==> src/rtl/alu_stage.sv <==
// Execute stage of the SimpleRISC pipeline.
// Single-cycle ALU ops resolve combinationally; signed div/mod runs on a
// 32-step restoring divider that stalls the front of the pipeline while busy.
// The E/GT compare flags are held in registers.
module alu_stage (
    input  logic        clk,
    input  logic        reset,
    input  logic [31:0] op1_ALU,
    input  logic [31:0] op2_ALU,
    input  logic [12:0] aluSignals_ALU,
    input  logic        valid_ALU,
    output logic [31:0] aluResult,
    output logic        resultValid,
    output logic        stall,
    output logic        flagE,
    output logic        flagGT
);

    typedef enum logic [1:0] {IDLE, BUSY, DONE} state_t;

    state_t      state;
    logic [4:0]  cnt;
    logic [31:0] quo;       // dividend shifts out, quotient shifts in
    logic [31:0] rem;
    logic [31:0] dvs;
    logic        neg_q;
    logic        neg_r;
    logic        is_mod;

    logic [12:0] sel;
    logic        op_add, op_sub, op_mul, op_div, op_mod, op_cmp;
    logic        op_and, op_or, op_not, op_mov, op_lsl, op_lsr, op_asr;
    logic        special;
    logic        start;
    logic [31:0] abs1, abs2;
    logic [31:0] single;
    logic [32:0] trial;
    logic [32:0] diff;
    logic [31:0] q_fix, r_fix;
    logic [4:0]  shamt;

    // Isolate the lowest set select bit and derive divider control terms
    always_comb begin
        sel     = aluSignals_ALU & (~aluSignals_ALU + 13'd1);
        op_add  = sel[0];
        op_sub  = sel[1];
        op_mul  = sel[2];
        op_div  = sel[3];
        op_mod  = sel[4];
        op_cmp  = sel[5];
        op_and  = sel[6];
        op_or   = sel[7];
        op_not  = sel[8];
        op_mov  = sel[9];
        op_lsl  = sel[10];
        op_lsr  = sel[11];
        op_asr  = sel[12];
        special = (op2_ALU == '0) || ((op1_ALU == 32'h8000_0000) && (op2_ALU == '1));
        start   = valid_ALU && (op_div || op_mod) && !special;
        abs1    = op1_ALU[31] ? (~op1_ALU + 32'd1) : op1_ALU;
        abs2    = op2_ALU[31] ? (~op2_ALU + 32'd1) : op2_ALU;
        shamt   = op2_ALU[4:0];
    end

    // Single-cycle result, including the divide special cases
    always_comb begin
        single = '0;
        if (op_add)      single = op1_ALU + op2_ALU;
        else if (op_sub) single = op1_ALU - op2_ALU;
        else if (op_mul) single = op1_ALU * op2_ALU;
        else if (op_div) single = (op2_ALU == '0) ? '1 : 32'h8000_0000;
        else if (op_mod) single = (op2_ALU == '0) ? op1_ALU : '0;
        else if (op_cmp) single = '0;
        else if (op_and) single = op1_ALU & op2_ALU;
        else if (op_or)  single = op1_ALU | op2_ALU;
        else if (op_not) single = ~op2_ALU;
        else if (op_mov) single = op2_ALU;
        else if (op_lsl) single = op1_ALU << shamt;
        else if (op_lsr) single = op1_ALU >> shamt;
        else if (op_asr) single = $unsigned($signed(op1_ALU) >>> shamt);
    end

    // Restoring step, sign fix-up and output muxing
    always_comb begin
        trial       = {rem, quo[31]};
        diff        = trial - {1'b0, dvs};
        q_fix       = neg_q ? (~quo + 32'd1) : quo;
        r_fix       = neg_r ? (~rem + 32'd1) : rem;
        stall       = !reset && (((state == IDLE) && start) || (state == BUSY));
        resultValid = valid_ALU && !stall && !reset;
        aluResult   = '0;
        if (reset)              aluResult = '0;
        else if (state == DONE) aluResult = is_mod ? r_fix : q_fix;
        else if (state == IDLE) aluResult = single;
    end

    // Divider FSM and compare flags
    always_ff @(posedge clk) begin
        if (reset) begin
            state  <= IDLE;
            cnt    <= '0;
            quo    <= '0;
            rem    <= '0;
            dvs    <= '0;
            neg_q  <= 1'b0;
            neg_r  <= 1'b0;
            is_mod <= 1'b0;
            flagE  <= 1'b0;
            flagGT <= 1'b0;
        end else begin
            if (valid_ALU && !stall && op_cmp) begin
                flagE  <= (op1_ALU == op2_ALU);
                flagGT <= ($signed(op1_ALU) > $signed(op2_ALU));
            end
            case (state)
                IDLE: begin
                    if (start) begin
                        state  <= BUSY;
                        cnt    <= '0;
                        quo    <= abs1;
                        rem    <= '0;
                        dvs    <= abs2;
                        neg_q  <= op1_ALU[31] ^ op2_ALU[31];
                        neg_r  <= op1_ALU[31];
                        is_mod <= op_mod;
                    end
                end
                BUSY: begin
                    quo <= {quo[30:0], ~diff[32]};
                    rem <= diff[32] ? trial[31:0] : diff[31:0];
                    cnt <= cnt + 5'd1;
                    if (cnt == 5'd31) state <= DONE;
                end
                DONE:    state <= IDLE;
                default: state <= IDLE;
            endcase
        end
    end

endmodule

==> config.mk <==
export PLATFORM = sky130hd
export DESIGN_NAME = alu_stage
export DESIGN_NICKNAME = d
export VERILOG_FILES = /design/src/rtl/alu_stage.sv
export SDC_FILE = /design/constraint.sdc
export NUM_CORES = 2
export LEC_CHECK = 0
export CORE_ASPECT_RATIO = 2
export CORE_UTILIZATION = 44
export CTS_BUF_LIST = sky130_fd_sc_hd__clkbuf_8 sky130_fd_sc_hd__clkbuf_16
export CTS_CLUSTER_SIZE = 14
export DETAILED_ROUTE_END_ITERATION = 8
export HOLD_SLACK_MARGIN = 0.08
export SLEW_MARGIN = 0
export SYNTH_ARGS = -nofsm -noshare
export SYNTH_HDL_FRONTEND = slang
export SYNTH_SLANG_ARGS = --single-unit
export TNS_END_PERCENT = 20
==> constraint.sdc <==
create_clock -name clk -period 30.4 [get_ports clk]
set_clock_uncertainty 0.15 [all_clocks]
set_input_delay 6.08 -clock clk [delete_from_list [all_inputs] [get_ports clk]]
set_output_delay 6.08 -clock clk [all_outputs]
set_load 0.05 [all_outputs]
==> metrics <==
H-tree levels 3; TritonCTS Sinks 108; CP Max Fanout 18; fmax 0.04470 GHz; worst path bufs/invs 6; reg2reg setup slack 24.99 ns; dpl ws 8.112 ns; sequential fraction of the synthesis area 0.06570; DRC Markers 3; Post-Syn Nets 5111; Max Cap Viol 1; type of the worst setup path in -> out; routability congestion estimate 1.161; clock buffer depth 2; Worst Setup End Kind output port; leading register cell type out of synthesis dfxtp_1; CTS tree done; fill count 7621; setup_tns 0 ns; DR iter-0 viols 2978; Cells after Synth 4361; Setup WS post-layout 8.030 ns; R2R cell count 19; layout cells sized above 1 0.05444; CP max stage delay 0.83 ns; 1st-pass router iterations 8; Final Hold Viols 0; largest net degree at the start of global routing 60; Worst-Margin Slew 1.497 ns; RSZ-0062 raised after global routing no; via count 34020; Layout area overhead 7.307%; status finished with violations; Final Setup Violations 0; vias per cell 6.472; CP startpoint kind input port; Tcrit/Tclk final 0.7359; Worst EP required 24.17 ns; cts hold-fix bufs 0; Hold Path Stages 2; row cnt 141; failing checks DRC, capacitance limit, slew limit; hold worst-path end dvs[31]; critical path data arrival time 16.14 ns; die area 0.07596 mm2; first-pass GRT wire length 241000 um; Die H 388.8 um; starting density of the core 0.4452; worst skew pair latency 0.39 ns; clock slew at reported path FFs 0.08 ns; port bufs 115; Num CTS Buffers 9; hpwl dp 129200 um; setup bufs post-CTS 0; syn_area_per_cell 7.547 um2; RR Startpoint quo[31]; initial antenna violation count 15; fraction of registers with async set/reset 0; Yosys cell types 93; most frequent CP cell fa_1; hold path start dvs[31]; Synth Register Bits 108; critical path's slowest cell clkdlybuf4s50_1; PostCTS Resize Cnt 0; die width 195.4 um; Hold Path Class reg -> reg; Core Area 0.07392 mm2; CP delay by family, top adder cells; number of flops mapped to enable cells by yosys 0; global route overflow 0; fin. max-slew vios 1; min cycle time layout 22.37 ns; DR WL/cell 31.67 um; final WL 166500 um; reg-to-reg critical path endpoint rem[0]; relative max-transition margin -0.008745; YS warnings 0; # nets final 5062; Layout Utilization 0.4778; vias in the first global route 35000; Final ANT Viol Nets 0; I/O pins 116; Netlist Area Pre-Place 0.03291 mm2; GRT Total Usage 0.4458; Root Buffer clkbuf_16
[sequential cells by signal, indices dropped and copies added, names as in the netlist]
register	count
neg_r	1
cnt	5
neg_q	1
quo	32
dvs	32
is_mod	1
flagE	1
rem	32
state	2
flagGT	1
[per-layer routing]
metal	wire (um)	global-route usage	vias up
met4	21210	0.4752	14
met5	86	0	-
met3	14700	0.1169	911
li1	-	-	14430
met1	52690	0.4416	16550
met2	77770	0.7287	2108
[cell usage after synthesis (18+ instances only)]
cell,n,share of area
a211oi_1,75,0.017
a21o_1,51,0.012
a21oi_1,310,0.047
a221oi_1,26,0.0069
a22oi_1,38,0.0087
buf_1,56,0.0064
clkbuf_1,222,0.025
clkinv_1,18,0.0021
dfxtp_1,108,0.066
fa_1,411,0.25
ha_1,259,0.098
inv_1,499,0.057
mux2i_1,82,0.025
mux4_2,24,0.016
nand2_1,454,0.052
nand2b_1,29,0.0055
nand3_1,48,0.0073
nand4_1,20,0.0038
nor2_1,581,0.066
nor3_1,31,0.0047
o211ai_1,22,0.0050
o21ai_0,251,0.038
o21ai_1,50,0.0076
o21bai_1,23,0.0052
o22ai_1,24,0.0046
o31ai_1,45,0.010
or3_1,31,0.0059
or4_1,21,0.0048
xnor2_1,212,0.056
xor2_1,70,0.019
[worst max path at each step]
stage                     startpoint             to  cells after the start
final                     op1_ALU[8]  aluResult[30]                     28
after global routing      op1_ALU[8]  aluResult[28]                     28
after CTS                 op1_ALU[7]  aluResult[30]                     28
after detailed placement  op1_ALU[7]  aluResult[30]                     28
after global placement    op1_ALU[7]  aluResult[28]                     28
after floorplan           op2_ALU[3]  aluResult[30]                     31
[cells by family after synthesis]
group,after synthesis,share of synthesized area
compound gates,1063,0.2017
xor+xnor,283,0.07589
fa+ha+maj,670,0.3485
buf+inv,824,0.09577
flops,108,0.06570
mux,111,0.04307
simple gates,1302,0.1694
[final cells by class]
cell class / count / area, um2 / area share
Multi-Input combinational cell: 3429 / 27650 / 0.7830
Sequential cell: 108 / 2163 / 0.06126
Timing Repair Buffer: 239 / 2061 / 0.05835
Inverter: 525 / 1971 / 0.05580
Tap cell: 929 / 1162 / 0.03291
Clock buffer: 9 / 225.2 / 0.006377
Clock inverter: 7 / 55.05 / 0.001559
Antenna cell: 10 / 25.02 / 0.0007086
[placed cells by master, fill, tap and decap left out, drive strengths merged, types with 29 or more instances in the layout]
| master | instances |
|---|---|
| nand2 | 454 |
| nand3 | 49 |
| inv | 513 |
| nor3 | 34 |
| xnor2 | 213 |
| clkdlybuf4s50 | 108 |
| nand2b | 29 |
| fa | 411 |
| ha | 259 |
| a21oi | 313 |
| nor2 | 584 |
| xor2 | 70 |
| or3 | 31 |
| mux2i | 82 |
| o31ai | 45 |
| dfxtp | 108 |
| o21ai | 301 |
| buf | 131 |
| a22oi | 38 |
| a211oi | 75 |
| a21o | 51 |
[through the flow]
stage / area, um2 / cells / hold slack (ns)
floorplan: 32910 / 4361 / 0.2963
global placement: 34970 / 5227 / 0.3207
detailed placement: 34970 / 5227 / 0.3258
CTS: 35250 / 5243 / 0.3393
global route: 35290 / 5246 / 0.3709
finish: 35320 / 5256 / 0.3423
[tightest hold or removal path: cells and delay by family (launching register included)]
family / cells / cell delay [ns]
and+or+nand+nor: 1 / 0.07
DFF: 1 / 0.32
AOI/OAI and AO/OA: 1 / 0.06
Power is left out: the tool's default activity adds up to more than one toggle a clock period on the data nets, which glitch-free logic cannot reach.
